[config.mk]
export PLATFORM = sky130hd
export DESIGN_NAME = alu_writeback_ctrl
export DESIGN_NICKNAME = d
export VERILOG_FILES = /design/src/rtl/alu_writeback_ctrl.sv
export SDC_FILE = /design/constraint.sdc
export NUM_CORES = 1
export LEC_CHECK = 0
export ABC_AREA = 0
export ABC_CLOCK_PERIOD_IN_PS = 6200
export CORE_ASPECT_RATIO = 0.75
export CORE_MARGIN = 2
export CORE_UTILIZATION = 56
export CTS_CLUSTER_DIAMETER = 80
export CTS_CLUSTER_SIZE = 25
export DETAILED_ROUTE_END_ITERATION = 8
export PLACE_DENSITY_LB_ADDON = 0.12
export SLEW_MARGIN = 0
export SYNTH_ARGS = -nofsm -noshare
export SYNTH_HDL_FRONTEND = slang
export SYNTH_SLANG_ARGS = --single-unit
export TNS_END_PERCENT = 10
[constraint.sdc]
create_clock -name clk -period 6.2 [get_ports clk]
set_input_delay 1.86 -clock clk [delete_from_list [all_inputs] [get_ports clk]]
set_output_delay 1.86 -clock clk [all_outputs]
set_load 0.005 [all_outputs]
[src/rtl/alu_writeback_ctrl.sv]
// rtl/alu_writeback_ctrl.sv - multi-cycle execute/write-back controller in front of an 8x8 register file
module alu_writeback_ctrl #(
    parameter int DATA_W = 8,
    parameter int ADDR_W = 3
) (
    input  logic              clk,
    input  logic              reset,
    input  logic              instr_valid,
    output logic              instr_ready,
    input  logic [2:0]        opcode,
    input  logic [ADDR_W-1:0] rd,
    input  logic [ADDR_W-1:0] rs1,
    input  logic [ADDR_W-1:0] rs2,
    input  logic [DATA_W-1:0] imm,
    output logic [ADDR_W-1:0] read_addr_1,
    output logic [ADDR_W-1:0] read_addr_2,
    input  logic [DATA_W-1:0] read_data_1,
    input  logic [DATA_W-1:0] read_data_2,
    output logic [ADDR_W-1:0] write_addr,
    output logic [DATA_W-1:0] write_data,
    output logic              RegWrite,
    output logic              zero_flag,
    output logic              carry_flag,
    output logic              busy
);

    typedef enum logic [1:0] {
        S_IDLE = 2'd0,
        S_READ = 2'd1,
        S_EXEC = 2'd2,
        S_WB   = 2'd3
    } state_t;

    localparam logic [2:0] OP_ADD  = 3'b000;
    localparam logic [2:0] OP_SUB  = 3'b001;
    localparam logic [2:0] OP_AND  = 3'b010;
    localparam logic [2:0] OP_OR   = 3'b011;
    localparam logic [2:0] OP_XOR  = 3'b100;
    localparam logic [2:0] OP_LI   = 3'b101;
    localparam logic [2:0] OP_ADDI = 3'b110;
    localparam logic [2:0] OP_NOP  = 3'b111;

    state_t              state_q, state_d;
    logic [2:0]          op_q;
    logic [ADDR_W-1:0]   rd_q;
    logic [ADDR_W-1:0]   ra1_q, ra2_q;
    logic [DATA_W-1:0]   imm_q;
    logic [DATA_W-1:0]   a_q, b_q;
    logic [DATA_W-1:0]   res_q;
    logic                zero_q, carry_q;

    logic                accept;
    logic [DATA_W:0]     alu_ext;

    // Ready is suppressed while reset is held so nothing can be accepted during reset.
    assign instr_ready = (state_q == S_IDLE) & ~reset;
    assign accept      = instr_valid & instr_ready;
    assign busy        = (state_q != S_IDLE);
    assign RegWrite    = (state_q == S_WB);
    assign write_addr  = rd_q;
    assign write_data  = res_q;
    assign read_addr_1 = ra1_q;
    assign read_addr_2 = ra2_q;
    assign zero_flag   = zero_q;
    assign carry_flag  = carry_q;

    // State register; reset abandons any instruction in flight.
    always_ff @(posedge clk or posedge reset) begin
        if (reset) begin
            state_q <= S_IDLE;
        end else begin
            state_q <= state_d;
        end
    end

    // Next-state logic: IDLE -> READ -> EXEC -> WB -> IDLE, NOP skips WB.
    always_comb begin
        state_d = state_q;
        case (state_q)
            S_IDLE: if (accept) state_d = S_READ;
            S_READ: state_d = S_EXEC;
            S_EXEC: state_d = (op_q == OP_NOP) ? S_IDLE : S_WB;
            S_WB:   state_d = S_IDLE;
            default: state_d = S_IDLE;
        endcase
    end

    // ALU: one extra bit holds carry-out for adds and borrow for subtract.
    always_comb begin
        alu_ext = '0;
        case (op_q)
            OP_ADD:  alu_ext = {1'b0, a_q} + {1'b0, b_q};
            OP_SUB:  alu_ext = {1'b0, a_q} - {1'b0, b_q};
            OP_AND:  alu_ext = {1'b0, a_q & b_q};
            OP_OR:   alu_ext = {1'b0, a_q | b_q};
            OP_XOR:  alu_ext = {1'b0, a_q ^ b_q};
            OP_LI:   alu_ext = {1'b0, imm_q};
            OP_ADDI: alu_ext = {1'b0, a_q} + {1'b0, imm_q};
            default: alu_ext = '0;
        endcase
    end

    // Datapath: latch fields at accept, operands in READ, result and flags in EXEC.
    always_ff @(posedge clk or posedge reset) begin
        if (reset) begin
            op_q    <= OP_NOP;
            rd_q    <= '0;
            ra1_q   <= '0;
            ra2_q   <= '0;
            imm_q   <= '0;
            a_q     <= '0;
            b_q     <= '0;
            res_q   <= '0;
            zero_q  <= 1'b0;
            carry_q <= 1'b0;
        end else begin
            if (accept) begin
                op_q  <= opcode;
                rd_q  <= rd;
                ra1_q <= rs1;
                ra2_q <= rs2;
                imm_q <= imm;
            end
            if (state_q == S_READ) begin
                a_q <= read_data_1;
                b_q <= read_data_2;
            end
            if ((state_q == S_EXEC) && (op_q != OP_NOP)) begin
                res_q   <= alu_ext[DATA_W-1:0];
                zero_q  <= (alu_ext[DATA_W-1:0] == '0);
                carry_q <= alu_ext[DATA_W];
            end
        end
    end

endmodule

# Word level (Yosys, flattened, before mapping)
# Cells that the tools add are included.
[word_totals]
register_bits = 48
inputBits = 39
output_inout_bits = 22
[classes]
n_addsub = 3
n_eq_ne = 12
n_mux = 4
bitwise = 6
reduce_logical = 5
[ops]
columns = ["operator", "count"]
rows = [
  ["one-hot mux 9 bit (7 select lines)", 1],
  ["adder 8 x 8 -> 9 bit", 2],
  ["equality test 3 bit (second input constant)", 4],
  ["subtractor 8 x 8 -> 9 bit", 1],
  ["bitwise AND 8 bit", 1],
  ["zero test 8 bit", 1],
  ["OR 8 bit", 1],
  ["one-hot mux 2 bit (4 select lines)", 1],
  ["XOR 8 bit", 1],
  ["equality test 3 x 2 -> 1 bit (second input constant)", 2],
  ["equality test 2 bit (second input constant)", 2],
  ["2-to-1 mux 2 bit", 2],
  ["equality test 3 x 1 -> 1 bit (second input constant)", 1],
  ["zero test 3 bit", 1],
  ["!= test 3 bit (second input constant)", 1],
  ["bitwise AND 1 bit", 2],
  ["equality test 2 x 1 -> 1 bit (second input constant)", 1],
  ["zero test 2 bit", 1],
  ["!= test 2 bit (second input constant)", 1],
  ["nonzero test 2 bit", 1],
  ["logical AND 1 bit", 1],
  ["inverter 1 bit", 1],
]

# Longest topological paths before layout
[depth]
depth_word = 5
depth_mapped = 14

# Worst setup path after synthesis
# Ideal clock, no wire load.
[synth_timing]
kind = "input port to output port"
startpoint = "input reset"
endpoint = "output instr_ready"
t_arrival_ns = 1.986
t_required_ns = 4.340
setup_slack_ns = 2.354
path_stages = 1
n_path_buf = 0
cell_sequence = "nor2_1"
[synth_via]
elab_chain_len = 2
[synth_lines]
columns = ["element", "line_no", "text"]
rows = [
  ["from (decl)", "7", "input logic reset,"],
  ["inverter 1 bit", "56", "assign instr_ready = (state_q == S_IDLE) & ~reset;"],
  ["bitwise AND 1 bit", "56", ""],
  ["to (decl)", "9", "output logic instr_ready,"],
]
# No other way between the ends.

# Final worst setup path
# Ends and elaborated chain as after synthesis.

==> impl_metrics.env <==
export IMPL_port_buffer_count=60
export IMPL_tns_ns=0
export IMPL_p_leak_nw=1.670
export IMPL_crit_chain="clkdlybuf4s50_1 -> nor2_1 -> clkdlybuf4s50_1"
export IMPL_whs_ns=0.4869
export IMPL_max_freq_ghz=0.2072
export IMPL_finalHoldViolations=0
export IMPL_critPathSlowestCell="clkdlybuf4s50_1"
export IMPL_peakVddDrop_uv=274.9
export IMPL_grt_pass1_wl_mm=11.06
export IMPL_cts_root_buf="clkbuf_8"
export IMPL_regArea_mm2=0.001205
export IMPL_synth_top_area_share_pct=36.14
export IMPL_synth_edf_count=0
export IMPL_via_per_inst=5.731
export IMPL_htree_levels=2
export IMPL_syn_cell_area_mm2=0.003115
export IMPL_fin_util_pct=71.58
export IMPL_crit_reg2reg_launch="op_q[0]"
export IMPL_required_ns=4.34
export IMPL_vias=2516
export IMPL_path_max_fanout=2
export IMPL_clkLatencyLatePin_ns=0.32
export IMPL_io_pins=61
export IMPL_die_w_um=90.13
export IMPL_detail_route_antenna_nets=0
export IMPL_synth_cell_types=47
export IMPL_critical_path_buf_inv_count=2
export IMPL_yosys_top_cells_count="dfrtp_1 (45), mux2_2 (34), ha_1 (26), inv_1 (23), nand2_1 (23)"
export IMPL_reg2reg_to="zero_flag"
export IMPL_drive_gt1_share_pct=14.01
export IMPL_coreArea_mm2=0.005353
export IMPL_synthCells=313
export IMPL_ctsLongestPathBuffers=2
export IMPL_critPathTopFamily="buffers and inverters"
export IMPL_antenna_found_initial=0
export IMPL_yosys_area_top_type="dfrtp_1"
export IMPL_worst_setup_path_end_kind="output port"
export IMPL_fin_nets=429
export IMPL_arrival_ns=2.97
export IMPL_ys_async_sr_fraction_pct=100.0
export IMPL_drv_slew=0
export IMPL_drtIter0Drc=185
export IMPL_min_period_ns=4.827
export IMPL_cts_tree="built"
export IMPL_hold_path_class="reg2reg"
export IMPL_synthToLayoutAreaGrowth_pct=22.97
export IMPL_route_detailed_drc=0
export IMPL_dp_cells=431
export IMPL_synth_ff_type="dfrtp_1"
export IMPL_crit_cells=3
export IMPL_dp_hpwl_mm=5.034
export IMPL_r2r_slack_ns=2.56
export IMPL_overflow=0
export IMPL_seq_area_frac_synth_pct=38.67
export IMPL_fillCellCount=438
export IMPL_slew_headroom_pct=30.32
export IMPL_n_antenna_cell=0
export IMPL_clk_pin_slew_ns=0.10
export IMPL_multi_input_area_mm2=0.001734
export IMPL_synth_area_leaders="dfrtp_1 (36%), mux2_2 (12%), ha_1 (10%)"
export IMPL_power_density_mw_per_mm2=628.5
export IMPL_postCtsSetupRepairBufs=0
export IMPL_dieArea_mm2=0.006182
export IMPL_wl_mm=6.954
export IMPL_firstDrtPassIters=4
export IMPL_setup_worst_path_class="in2out"
export IMPL_status="complete, no violations"
export IMPL_yosys_cell_count_top_type="dfrtp_1"
export IMPL_die_y_um=68.60
export IMPL_setup_viol=0
export IMPL_ys_seq_elements=48
export IMPL_path_common_cell="clkdlybuf4s50_1"
export IMPL_grt_use_total_pct=23.15
export IMPL_min_to="write_data[7]"
export IMPL_syn_area_per_cell_um2=9.954
export IMPL_power_total_mw=2.408
export IMPL_hold_start="write_data[7]"
export IMPL_grt_max_degree=49
export IMPL_ctsResizeCount=0
export IMPL_rsz0062_at_grt="no"
export IMPL_routedWlPerCell_um=15.84
export IMPL_stdcell_count=439
export IMPL_startpoint_type="input port"
export IMPL_ctsHoldBuffers=0
export IMPL_r2r_cells=10
export IMPL_grt_pass1_vias=2219
export IMPL_numClockSinks=48
export IMPL_hold_depth=2
export IMPL_fin_skew_ns=0.007264
export IMPL_fin_crit_sh_pct=77.86
export IMPL_critPathMaxStageDelay_ns=0.52
export IMPL_start_util_pct=58.20
export IMPL_gp_congestion=0.9192
export IMPL_cts_buffers=5
export IMPL_rows=23
export IMPL_synthesis_nets=379
export IMPL_yosysWarnings=0
export IMPL_maxCapViolCount=0
export IMPL_worst_slew_pin_slew_ns=1.045
-- tightest hold or removal path, stage by stage, from the launching register on --
cell,delay [ns]
dfrtp_1,0.35
nand2_1,0.05
o21ai_0,0.06
-- cell type report --
cell class	instances	share of cell area, %
multi-input combinational	225	45.26
sequential	48	31.45
timing repair buffer	60	15.68
tap	75	2.449
inverter	23	2.253
clock buffer	5	1.796
clock inverter	3	1.110
-- layout by cell type (no fill, tap or decap), types with 3 or more instances in the layout --
cell | Yosys | layout
clkdlybuf4s50_1 | 0 | 60
dfrtp_1 | 45 | 45
mux2_2 | 34 | 34
ha_1 | 26 | 26
nand2_1 | 23 | 23
inv_1 | 23 | 22
o21ai_0 | 22 | 22
nor2_1 | 18 | 18
o22ai_1 | 12 | 12
a21oi_1 | 9 | 9
a221oi_1 | 9 | 9
nand3_1 | 7 | 7
nand2b_1 | 6 | 6
mux2i_1 | 6 | 6
nor2b_1 | 5 | 5
clkbuf_8 | 0 | 5
xnor2_1 | 4 | 4
nor3_1 | 4 | 4
and2_1 | 3 | 3
nand3b_1 | 3 | 3
and3_1 | 3 | 3
dfstp_2 | 3 | 3
-- power by group --
part	leakage, nW	internal (mW)	total [mW]	switching [mW]
registers	0.571	0.481	0.712	0.232
clock network	0.0541	0.119	0.234	0.115
logic	1.04	0.743	1.46	0.718
total	1.67	1.34	2.41	1.06
-- layer usage --
layer / track usage, % / vias to the layer above / wire [µm]
met5: 0 / - / 0
met4: 9.038 / 0 / 133
met3: 4.348 / 13 / 502
met2: 35.43 / 84 / 3082
met1: 33.03 / 1197 / 3235
li1: - / 1222 / -
-- worst max path at each step --
| stage | start | to | slack, ns |
|---|---|---|---|
| final | reset | instr_ready | 1.37 |
| after global routing | reset | instr_ready | 1.32 |
| after CTS | reset | instr_ready | 1.37 |
| after detailed placement | reset | instr_ready | 1.38 |
| after global placement | reset | instr_ready | 1.41 |
| after floorplan | reset | instr_ready | 2.35 |
-- flip-flops by register name, indices dropped and copies added, names as in the netlist --
name and flops:
imm_q 8, read_addr_1 3, b_q 8, zero_flag 1
read_addr_2 3, state_q 2, carry_flag 1, write_data 8
op_q 3, write_addr 3, a_q 8
-- per-stage QoR --
| stage | cell area [µm²] | setup slack, ns |
|---|---|---|
| final | 3831 | 1.373 |
| after global routing | 3831 | 1.319 |
| after CTS | 3831 | 1.375 |
| after detailed placement | 3720 | 1.383 |
| after global placement | 3720 | 1.409 |
| after floorplan | 3115 | 2.354 |
-- logic make-up (layout without fill, tap and decap cells) --
group | after synthesis | after routing | share of synthesized area [%]
DFF | 48 | 48 | 38.67
and+or+nand+nor | 77 | 77 | 11.89
xor gates and xnor gates | 6 | 6 | 1.687
AOI/OAI and AO/OA | 75 | 75 | 16.79
adders and majority gates | 27 | 27 | 11.08
muxes | 40 | 40 | 14.22
buffers and inverters | 40 | 91 | 5.662
Note: power is estimated with default switching activity, not from simulation.
